File: src/rtl/alu_pkg.sv
// alu_seq shared definitions: opcodes, FSM states, flag bundle.
// Imported by alu_core and alu_seq.
package alu_pkg;

  localparam logic [3:0] OP_AND  = 4'b0000;
  localparam logic [3:0] OP_OR   = 4'b0001;
  localparam logic [3:0] OP_ADD  = 4'b0010;
  localparam logic [3:0] OP_SUB  = 4'b0110;
  localparam logic [3:0] OP_SLT  = 4'b0111;
  localparam logic [3:0] OP_NOR  = 4'b1100;
  localparam logic [3:0] OP_NAND = 4'b1101;
  localparam logic [3:0] OP_MUL  = 4'b1000;

  typedef enum logic {
    S_IDLE,
    S_MUL
  } state_e;

  typedef struct packed {
    logic zero;
    logic cout;
    logic overflow;
    logic err;
  } flags_t;

endpackage

File: src/rtl/alu_core.sv
// Combinational single-cycle ALU ops (no MUL).
// Ports: a_i, b_i, op_i in; res_o, cout_o, ovf_o, err_o out.
module alu_core
  import alu_pkg::*;
#(
  parameter int WIDTH = 32
) (
  input  logic [WIDTH-1:0] a_i,
  input  logic [WIDTH-1:0] b_i,
  input  logic [3:0]       op_i,
  output logic [WIDTH-1:0] res_o,
  output logic             cout_o,
  output logic             ovf_o,
  output logic             err_o
);

  localparam int M = WIDTH - 1;

  logic [WIDTH:0] add_s;
  logic [WIDTH:0] sub_s;
  logic           slt;

  assign add_s = {1'b0, a_i} + {1'b0, b_i};
  assign sub_s = {1'b0, a_i} + {1'b0, ~b_i} + {{WIDTH{1'b0}}, 1'b1};
  // Direct signed compare: immune to subtract overflow.
  assign slt   = $signed(a_i) < $signed(b_i);

  always_comb begin
    res_o  = '0;
    cout_o = 1'b0;
    ovf_o  = 1'b0;
    err_o  = 1'b0;
    case (op_i)
      OP_AND:  res_o = a_i & b_i;
      OP_OR:   res_o = a_i | b_i;
      OP_NOR:  res_o = ~(a_i | b_i);
      OP_NAND: res_o = ~(a_i & b_i);
      OP_ADD: begin
        res_o  = add_s[M:0];
        cout_o = add_s[WIDTH];
        ovf_o  = (a_i[M] == b_i[M]) &&
                 (add_s[M] != a_i[M]);
      end
      OP_SUB: begin
        res_o  = sub_s[M:0];
        cout_o = sub_s[WIDTH];
        ovf_o  = (a_i[M] != b_i[M]) &&
                 (sub_s[M] != a_i[M]);
      end
      OP_SLT:  res_o = {{(WIDTH-1){1'b0}}, slt};
      default: err_o = 1'b1;
    endcase
  end

endmodule

File: src/rtl/alu_seq.sv
// Handshaked WIDTH-bit ALU with iterative shift-add MUL.
// In: clk, rst, in_valid, src1, src2, ALU_control, out_ready.
// Out: in_ready, out_valid, result, zero, cout, overflow, err.
module alu_seq
  import alu_pkg::*;
#(
  parameter int WIDTH = 32
) (
  input  logic             clk,
  input  logic             rst,
  input  logic             in_valid,
  output logic             in_ready,
  input  logic [WIDTH-1:0] src1,
  input  logic [WIDTH-1:0] src2,
  input  logic [3:0]       ALU_control,
  output logic             out_valid,
  input  logic             out_ready,
  output logic [WIDTH-1:0] result,
  output logic             zero,
  output logic             cout,
  output logic             overflow,
  output logic             err
);

  localparam int CW = (WIDTH > 1) ? $clog2(WIDTH) : 1;
  localparam int W2 = 2 * WIDTH;

  state_e            state_q, state_d;
  logic [CW-1:0]     cnt_q, cnt_d;
  logic [W2-1:0]     acc_q, acc_d;
  logic [W2-1:0]     mcand_q, mcand_d;
  logic [WIDTH-1:0]  mplier_q, mplier_d;
  logic              vld_q, vld_d;
  logic [WIDTH-1:0]  res_q, res_d;
  flags_t            flg_q, flg_d;

  logic [WIDTH-1:0]  c_res;
  logic              c_cout;
  logic              c_ovf;
  logic              c_err;
  logic [W2-1:0]     acc_nx;
  logic              accept;

  alu_core #(.WIDTH(WIDTH)) u_core (
    .a_i   (src1),
    .b_i   (src2),
    .op_i  (ALU_control),
    .res_o (c_res),
    .cout_o(c_cout),
    .ovf_o (c_ovf),
    .err_o (c_err)
  );

  assign in_ready = (state_q == S_IDLE) &&
                    (!vld_q || out_ready);
  assign accept   = in_valid && in_ready;

  // Accumulator after the current multiplier bit.
  assign acc_nx = acc_q +
                  (mplier_q[0] ? mcand_q : '0);

  always_comb begin
    state_d  = state_q;
    cnt_d    = cnt_q;
    acc_d    = acc_q;
    mcand_d  = mcand_q;
    mplier_d = mplier_q;
    vld_d    = vld_q;
    res_d    = res_q;
    flg_d    = flg_q;
    if (vld_q && out_ready) vld_d = 1'b0;
    unique case (state_q)
      S_IDLE: begin
        if (accept) begin
          if (ALU_control == OP_MUL) begin
            state_d  = S_MUL;
            cnt_d    = '0;
            acc_d    = '0;
            mcand_d  = {{WIDTH{1'b0}}, src1};
            mplier_d = src2;
          end else begin
            vld_d          = 1'b1;
            res_d          = c_res;
            flg_d.zero     = (c_res == '0);
            flg_d.cout     = c_cout;
            flg_d.overflow = c_ovf;
            flg_d.err      = c_err;
          end
        end
      end
      S_MUL: begin
        acc_d    = acc_nx;
        mcand_d  = mcand_q << 1;
        mplier_d = mplier_q >> 1;
        cnt_d    = cnt_q + CW'(1);
        if (cnt_q == CW'(WIDTH - 1)) begin
          state_d        = S_IDLE;
          vld_d          = 1'b1;
          res_d          = acc_nx[WIDTH-1:0];
          flg_d.zero     = (acc_nx[WIDTH-1:0] == '0);
          flg_d.cout     = 1'b0;
          flg_d.overflow = |acc_nx[W2-1:WIDTH];
          flg_d.err      = 1'b0;
        end
      end
      default: state_d = S_IDLE;
    endcase
  end

  always_ff @(posedge clk) begin
    if (rst) begin
      state_q  <= S_IDLE;
      cnt_q    <= '0;
      acc_q    <= '0;
      mcand_q  <= '0;
      mplier_q <= '0;
      vld_q    <= 1'b0;
      res_q    <= '0;
      flg_q    <= '0;
    end else begin
      state_q  <= state_d;
      cnt_q    <= cnt_d;
      acc_q    <= acc_d;
      mcand_q  <= mcand_d;
      mplier_q <= mplier_d;
      vld_q    <= vld_d;
      res_q    <= res_d;
      flg_q    <= flg_d;
    end
  end

  assign out_valid = vld_q;
  assign result    = res_q;
  assign zero      = flg_q.zero;
  assign cout      = flg_q.cout;
  assign overflow  = flg_q.overflow;
  assign err       = flg_q.err;

endmodule

File: config.mk
export PLATFORM = sky130hd
export DESIGN_NAME = alu_seq
export DESIGN_NICKNAME = d
export VERILOG_FILES = /design/src/rtl/alu_pkg.sv /design/src/rtl/alu_core.sv /design/src/rtl/alu_seq.sv
export SDC_FILE = /design/constraint.sdc
export NUM_CORES = 1
export LEC_CHECK = 0
export BUFFER_PORTS_ARGS = -buffer_cell sky130_fd_sc_hd__buf_4
export CORE_UTILIZATION = 41
export DETAILED_ROUTE_END_ITERATION = 7
export SLEW_MARGIN = 10
export SYNTH_ARGS = -nofsm -noshare
export SYNTH_HDL_FRONTEND = slang
export SYNTH_HIERARCHICAL = 1
export SYNTH_SLANG_ARGS = --single-unit
File: constraint.sdc
create_clock -name clk -period 5.78 [get_ports clk]
set_input_delay 1.156 -clock clk [delete_from_list [all_inputs] [get_ports clk]]
set_output_delay 1.156 -clock clk [all_outputs]
set_load 0.02 [all_outputs]
Yosys cells after proc, flatten, opt, wreduce, memory -nomap -nowiden
Cells that the tools add are included.

word-level totals
  output and inout bits = 38
  bits in registers = 203
  logic and storage cells = 87
  input port bits = 72

operators by class
  equality and inequality tests = 16
  reduce and logical (&&, ||, !) cells = 14
  mux-type cells = 34
  bitwise operators = 6
  $lt $le $gt $ge = 1
  $add $sub $neg = 5

operators by type and width
  operator                 count
  $mux W64                 5
  $pmux W64 S2             2
  $pmux W32 S7             1
  $mux W32                 5
  $pmux W32 S2             2
  $not A32 Y32             3
  $add A32 B32 Y33         2
  $add A64 B64 Y64         1
  $logic_not A32 Y1        2
  $add A33 B1 Y33 const B  1
  $and A32 B32 Y32         1
  $lt A32 B32 Y1           1
  $or A32 B32 Y32          1
  $reduce_or A32 Y1        1
  $eq A4 B4 Y1 const B     3
  $mux W4                  3
  $mux W5                  2
  $pmux W5 S2              1
  $eq A4 B3 Y1 const B     2
  $mux W1                  8
  $pmux W1 S2              4
  $pmux W4 S2              1
  $reduce_or A7 Y1         1
  $add A5 B1 Y5 const B    1
  other kinds (14)         22

Logic depth before layout (Yosys ltp)
Gate-level depths: netlist (run 1).

  depth in word-level cells = 9
  depth in mapped cells = 18
  depth with buffers taken out = 18

Modules after synthesis
The synthesis (run 1) kept the hierarchy.

by module, submodules not included
  module    times used  area each (um^2)  cells an instance
  alu_seq   1           12688.4           1776
  alu_core  1           5636.7            825

Least setup slack after synthesis (run 1)
No wires, ideal clock.

  path kind = input-to-reg
  start = input port src1[0]
  end = register flg_q, in the netlist zero
  data required time = 5.689 ns
  setup time = 0.091 ns
  data arrival time = 4.090 ns
  path slack = 1.599 ns
  stages on the path = 18
  buffers on the path = 0
  cells stage by stage = inv_1 -> ha_1 -> inv_1 -> fa_1 -> nor2b_1 -> o211ai_1 -> nand3_1 -> a311oi_2 -> o21ai_1 -> a31oi_1 -> o21bai_1 -> a221o_1 -> a2bb2o_1 -> nor4_1 -> nand4_1 -> nor2_1 -> nand4_1 -> a311oi_1

between the ends
  longest elaborated chain between the ends = 7
  elaborated cells between the ends (all ways) = 13

ends and longest elaborated chain
  element                 RTL line        text
  start: declaration      alu_seq.sv:13   input logic [WIDTH-1:0] src1,
  $add A32 B32 Y33        alu_core.sv:24  assign sub_s = {1'b0, a_i} + {1'b0, ~b_i} + {{WIDTH{1'b0}}, 1'b1};
  $add A33 B1 Y33         alu_core.sv:24
  $pmux W32 S7 *          alu_core.sv:33  case (op_i)
  named net c_res[22]     alu_seq.sv:37   logic [WIDTH-1:0] c_res;
  $logic_not A32 Y1 *     alu_seq.sv:84   flg_d.zero = (c_res == '0);
  $mux W4 *               alu_seq.sv:75   if (ALU_control == OP_MUL) begin
  $mux W4 *               alu_seq.sv:74   if (accept) begin
  $pmux W4 S2 *           alu_seq.sv:72   unique case (state_q)
  end signal: assignment  alu_seq.sv:128  flg_q <= flg_d;
  end: declaration        alu_seq.sv:35   flags_t flg_q, flg_d;

Mark *: on every way through the listed nets, which the timed path passes. The rest lies on a longest branch. The select of a mux whose other input is x is not followed.
A chain may end at the register's enable or synchronous reset.

Worst setup path in the final report (run 1)
  start = register mplier_q[0]
  end = register flg_q, in the netlist overflow

between the ends
  longest elaborated chain between the ends = 5

ends and longest elaborated chain
  element                   RTL line        text
  start: declaration        alu_seq.sv:32   logic [WIDTH-1:0] mplier_q, mplier_d;
  start signal: assignment  alu_seq.sv:125  mplier_q <= mplier_d;
  $mux W64                  alu_seq.sv:60   (mplier_q[0] ? mcand_q : '0);
  $add A64 B64 Y64          alu_seq.sv:59   assign acc_nx = acc_q +
  $reduce_or A32 Y1         alu_seq.sv:102  flg_d.overflow = |acc_nx[W2-1:WIDTH];
  $mux W4                   alu_seq.sv:96   if (cnt_q == CW'(WIDTH - 1)) begin
  $pmux W4 S2               alu_seq.sv:72

Every way passes these cells. The select of a mux whose other input is x is not followed.

==> flow_summary_export.csv, run 1 <==
group,metric,value,unit
setup_path,reg2reg_from,"mplier_q[0]$_SDFFE_PP0P_",
global_routing,track_usage,0.308,
setup_path,max_stage_delay,0.82,ns
floorplanning,dieWidth,213,µm
timing,maxSlewHeadroom,0.184,
global_routing,met3_usage,0.0404,
setup_path,critPathMaxFanout,24,
clock_tree,clk_path_buf_depth,3,
route,drtAntennaViolNets,0,
route,drt_wl_total,71200,µm
finish,fillers,4628,
timing,setup_viol,0,
global_routing,grt-ovfl-total,0,
timing,fin_crit,4.90,ns
timing,rsz0062_at_grt,"false",
setup_path,crit_path_end_kind,"flop",
placement,io_buffer_count,109,
finish,layout_commonest_cell,"a21oi_1",
timing,finalHoldViolations,0,
synth,synth_area,18300,µm²
worst_hold_path,holdPathEnd,"acc_q[7]$_SDFFE_PP0P_",
setup_path,r2r_slack,0.88,ns
global_routing,grt_max_degree,170,
synth,synth_edf_count,0,
clock_tree,ctsHoldBuffers,0,
finish,syn2layout_area_growth,11.6,%
global_routing,grt_use_met2,0.452,
global_routing,grt_pass1_wl,109000,µm
setup_path,critical-path-slowest-cell,"nor4b_1",
synth,synth_flop_cell,"dfxtp_1",
timing,drv_slew,0,
route,drtIter0Drc,2032,
floorplanning,num_rows,77,
synth,ys_seq_area_frac,0.222,
clock_tree,ctsResizeCount,0,
global_routing,antenna_found_initial,1,
floorplanning,dieArea,45500,µm²
power,power.density,200,nW/µm²
power,vdd_drop_max,0.190,mV
synth,postSynthCellCount,2601,
finish,nNetsFinal,2835,
route,vias,19571,
timing,fin_crit_sh,0.848,
route,wl_per_cell,22.2,µm
timing,finClkSkew,0.0151,ns
floorplanning,pin_count,110,
setup_path,r2r_end,"overflow$_SDFFE_PP0P_",
finish,drive_above_1_share,0.102,
worst_hold_path,hp-start,"acc_q[7]$_SDFFE_PP0P_",
synth,synthArstFlopShare,0,
global_routing,busiest_layer,"met1",
timing,fmax,204,MHz
setup_path,start_kind,"flop",
setup_path,worstPathArrival,5.34,ns
run_status,status,"complete, no violations",
clock_tree,cts_sinks,203,
clock_tree,cts_made_buffers,27,
placement,gp_congestion,0.965,
synth,synth-seq-cells,203,
clock_tree,post-cts-setup-buffers,0,
floorplanning,core_area,44100,µm²
clock_tree,htreeDepth,1,
clock_tree,cts_tree,"built",
setup_path,reg2reg_depth,16,
worst_hold_path,hold_path.class,"reg2reg",
power,leakagePower,8.57,nW
route,first_pass_iters,5,
clock_tree,clockRootBuffer,"clkbuf_16",
floorplanning,die_h,213,µm
setup_path,cp_num_buf_inv,2,
synth,synth.avg_cell_area,7.05,µm²
setup_path,crit_path_cell_trace,"buf_4, and2_1, ha_1, nand4_1, nor4b_1, nor4b_1, a21oi_1, nand3_1, a311oi_2, xnor2_1, or4bb_1, nor4_1, nand4_1, nor4_1, buf_4, o41ai_1",
route,avgViaCountPerCell,6.09,
synth,yosysWarnings,6,
synth,synth_cell_type_count,96,
floorplanning,start_util,0.415,
timing,worst_pin_slew,1.22,ns
clock_tree,clkLatencyLatePin,0.59,ns
setup_path,required,6.21,ns
job,maxCapViolations,0,
timing,setup_tns,0,ns
synth,syn_nets,2838,
route,drc,0,
setup_path,crit_family,"simple AND/OR/NAND/NOR gates",
setup_path,criticalPathCategory,"reg2reg",
global_routing,grt_pass1_vias,18135,
clock_tree,clkSlewWorstSetupHoldPaths,0.06,ns
worst_hold_path,min_delay_path_depth,2,
finish,fin_util,0.463,
finish,layout_common_cells,"a21oi_1, nand2_1, nor2_1",
global_routing,gr-usage-met1,0.456,
placement,hpwl,54200,µm
## metal layers
layer  share of wire  wire (µm)
met5               0          0
met4           0.035       2470
met3           0.073       5200
met2            0.41      29300
met1            0.48      34200
## area by class of cell
cell class	count	area, µm²	share of cell area
multi-input cells	2099	13100	0.641
flip-flops and latches	203	4070	0.199
clock inverters	14	160	0.00783
repair buffers	152	1180	0.0578
well taps	592	741	0.0362
clock buffers	36	759	0.0371
inverters	115	432	0.0211
diodes	1	2.50	0.000122
## sequential cells by signal, summed over array words and instances (netlist names)
name / flops
acc_q: 64
mcand_q: 64
mplier_q: 32
result: 32
cnt_q: 5
cout: 1
err: 1
out_valid: 1
overflow: 1
state_q: 1
zero: 1
## worst max-delay path by stage
stage,start,to,depth (start not counted)
floorplan,src1[0],zero$_SDFFE_PP0P_,18
global placement,src2[1],zero$_SDFFE_PP0P_,17
detailed placement,src2[3],zero$_SDFFE_PP0P_,17
CTS,mplier_q[0]$_SDFFE_PP0P_,overflow$_SDFFE_PP0P_,16
global route,mplier_q[0]$_SDFFE_PP0P_,overflow$_SDFFE_PP0P_,16
finish,mplier_q[0]$_SDFFE_PP0P_,overflow$_SDFFE_PP0P_,16
## cells in the mapped netlist (all sizes together) (28+ instances only)
master,n,area [µm²]
a211oi,44,335
a21o,31,235
a21oi,414,2110
a221oi,31,272
and2,69,432
and3,66,413
buf,32,189
clkbuf,152,576
dfxtp,203,4060
ha,162,2030
inv,115,432
nand2,319,1200
nand3,29,145
nand4,32,200
nor2,300,1130
nor3,44,241
o21ai,107,536
xnor2,37,324
xor2,28,245
## through the flow
stage	cells	setup WS [ns]	area, µm²	hold slack [ns]	total power, mW
CTS	3211	0.972	20400	0.462	4.11
global route	3211	0.542	20400	0.482	4.26
floorplan	2601	1.60	18300	0.441	2.03
finish	3212	0.876	20400	0.462	4.10
global placement	3161	0.781	19500	0.447	2.36
detailed placement	3161	0.576	19500	0.453	2.36
## worst register-to-register path: cells and delay by family, from the launching register on
kind / cells / cell delay [ns]
adder cells (fa/ha/maj): 1 / 0.41
AND/OR/NAND/NOR: 9 / 3.19
buffers and inverters: 2 / 0.39
XOR/XNOR: 1 / 0.18
flip-flops: 1 / 0.37
AO/OA/AOI/OAI: 3 / 0.24
## cell families (layout without fill, tap and decap cells)
logic type,Yosys count,in the layout,synth area share
simple gates,965,965,0.245
compound gates,889,889,0.314
buf+inv,299,317,0.0653
flops,203,203,0.222
fa+ha+maj,165,165,0.114
xor+xnor,65,65,0.0311
mux,15,15,0.00847
other cells,0,1,0
## where the power goes
| part | switching, mW | internal, mW | total, mW | leakage [nW] |
|---|---|---|---|---|
| clock network | 0.723 | 1.02 | 1.74 | 0.440 |
| registers | 0.0353 | 1.43 | 1.46 | 1.64 |
| logic | 0.584 | 0.307 | 0.891 | 6.49 |
| total | 1.34 | 2.76 | 4.10 | 8.57 |
Power figures use the tool's default switching activity.
==> run 2, diff against run 1 <==
clock period = 4.6 ns   (was 5.78 ns; I/O delays follow)
==> flow_summary_export.csv, run 2 (synthesized netlist as in run 1, its figures left out) <==
group,metric,value,unit
route,wl_per_cell,21.6,µm
setup_path,r2r_end,"overflow$_SDFFE_PP0P_",
setup_path,start_kind,"flop",
timing,finalHoldViolations,0,
global_routing,grt-ovfl-total,0,
clock_tree,clockRootBuffer,"clkbuf_16",
floorplanning,core_area,44100,µm²
job,maxCapViolations,0,
clock_tree,clkLatencyLatePin,0.57,ns
route,drt_wl_total,74900,µm
setup_path,crit_path_end_kind,"flop",
global_routing,gr-usage-met1,0.465,
setup_path,reg2reg_from,"mplier_q[0]$_SDFFE_PP0P_",
setup_path,critical-path-slowest-cell,"or4_1",
placement,io_buffer_count,109,
setup_path,r2r_slack,0.10,ns
floorplanning,num_rows,77,
power,power.density,237,nW/µm²
clock_tree,clk_path_buf_depth,3,
worst_hold_path,holdPathEnd,"acc_q[23]$_SDFFE_PP0P_",
route,drtIter0Drc,1883,
timing,fin_crit,4.50,ns
floorplanning,start_util,0.415,
power,leakagePower,9.93,nW
finish,nNetsFinal,3097,
route,avgViaCountPerCell,5.93,
finish,layout_commonest_cell,"buf_4",
timing,finClkSkew,0.0196,ns
finish,fillers,4436,
timing,finalWorstSetupSlack,0.104,ns
setup_path,reg2reg_depth,17,
floorplanning,die_h,213,µm
global_routing,grt_pass1_vias,19220,
route,first_pass_iters,6,
finish,reg_top3,"acc_q (64), mcand_q (64)",
timing,drv_slew,0,
global_routing,track_usage,0.322,
placement,gp_congestion,0.925,
global_routing,grt_max_degree,128,
finish,layout_common_cells,"buf_4, a21oi_1, nand2_1",
route,drc,0,
timing,setup_viol,0,
clock_tree,htreeDepth,1,
timing,fin_crit_sh,0.977,
setup_path,crit_path_cell_trace,"buf_4, buf_12, and2_1, ha_1, a21oi_1, o21ai_1, a31o_2, nor3_1, a21oi_2, or4_1, and3_1, or4_1, nor3_2, nand4_1, nor4_1, buf_4, o41ai_1",
global_routing,met3_usage,0.0469,
finish,final_area,22600,µm²
timing,setup_tns,0,ns
floorplanning,pin_count,110,
finish,drive_above_1_share,0.192,
power,vdd_drop_max,0.294,mV
clock_tree,cts_tree,"built",
timing,rsz0062_at_grt,"true",
worst_hold_path,hold_path.class,"reg2reg",
global_routing,grt_pass1_wl,113000,µm
setup_path,criticalPathCategory,"reg2reg",
floorplanning,dieArea,45500,µm²
worst_hold_path,min_delay_path_depth,2,
timing,maxSlewHeadroom,0.189,
setup_path,max_stage_delay,0.57,ns
finish,syn2layout_area_growth,23.4,%
global_routing,grt_use_met2,0.486,
route,drtAntennaViolNets,0,
route,vias,20589,
timing,worst_pin_slew,1.22,ns
run_status,status,"complete, no violations",
timing,hold_ws,0.460,ns
setup_path,critPathMaxFanout,32,
clock_tree,cts_sinks,203,
placement,dp_cells,3420,
setup_path,worstPathArrival,4.90,ns
finish,instances_no_fill,3472,
global_routing,busiest_layer,"met2",
clock_tree,cts_made_buffers,26,
placement,placed_area,21500,µm²
global_routing,antenna_found_initial,2,
timing,fmax,222,MHz
worst_hold_path,hp-start,"acc_q[23]$_SDFFE_PP0P_",
floorplanning,dieWidth,213,µm
finish,n_antenna_cell,0,
clock_tree,clkSlewWorstSetupHoldPaths,0.06,ns
placement,hpwl,57700,µm
setup_path,required,5.01,ns
placement,place_ws,-0.311,ns
==> run 2: cell types whose count changed in the layout (fill, tap and decap cells not counted), moves of 3 or more <==
cell	previous run	this run
a21oi_1	406	401
nor4_2	0	3
o21ai_0	97	91
nor4_1	19	15
buf_12	3	6
a21oi_2	6	11
or4_1	9	6
buf_4	148	408
clkinv_4	4	0
o21ai_1	10	15
or4_4	1	4
==> run 2: power breakdown <==
part / internal (mW) / leakage [nW] / switching (mW)
clock: 1.36 / 0.455 / 0.870
sequential: 1.80 / 1.64 / 0.0438
combinational: 0.513 / 7.84 / 0.768
total: 3.67 / 9.93 / 1.68
==> run 2: routing by layer <==
| layer | share of wire | wire length (µm) | up-vias |
|---|---|---|---|
| li1 | - | - | 9879 |
| met1 | 0.47 | 35400 | 9823 |
| met2 | 0.42 | 31700 | 769 |
| met3 | 0.072 | 5420 | 118 |
| met4 | 0.031 | 2340 | 0 |
| met5 | 0 | 0 | - |
==> run 2: repair_timing <==
action,in CTS,in global routing
buffers inserted,0,4
resized for setup,2,29
hold buffers,0,0
pin swaps,1,13
endpoints found under the setup margin,1,2
==> run 2: worst max-delay path by stage <==
stage	endpoint	start
5_1_grt	overflow$_SDFFE_PP0P_	mplier_q[0]$_SDFFE_PP0P_
3_3_place_gp	zero$_SDFFE_PP0P_	src1[0]
6_report	overflow$_SDFFE_PP0P_	mplier_q[0]$_SDFFE_PP0P_
2_1_floorplan	overflow$_SDFFE_PP0P_	mplier_q[0]$_SDFFE_PP0P_
4_1_cts	overflow$_SDFFE_PP0P_	mplier_q[0]$_SDFFE_PP0P_
3_5_place_dp	zero$_SDFFE_PP0P_	src1[0]
==> run 2: layout make-up <==
type                       count  area [µm²]  area share
inverter                     115         432      0.0191
timing repair buffer         415        3190       0.141
multi-input combinational   2099       13200       0.586
tap                          592         741      0.0328
sequential                   203        4070       0.180
clock inverter                13         185     0.00819
clock buffer                  35         744      0.0329
==> run 2: through the flow <==
stage,utilization,power (mW)
3_5_place_dp,0.487,3.13
3_3_place_gp,0.487,3.12
5_1_grt,0.513,5.56
4_1_cts,0.509,5.37
2_1_floorplan,-,2.55
6_report,0.513,5.35
==> run 2: critical path, delay by kind of cell (launching register included) <==
family	cells	cell delay [ns]
fa+ha+maj	1	0.35
buf+inv	3	0.48
simple gates	8	2.30
compound gates	5	0.86
flops	1	0.32
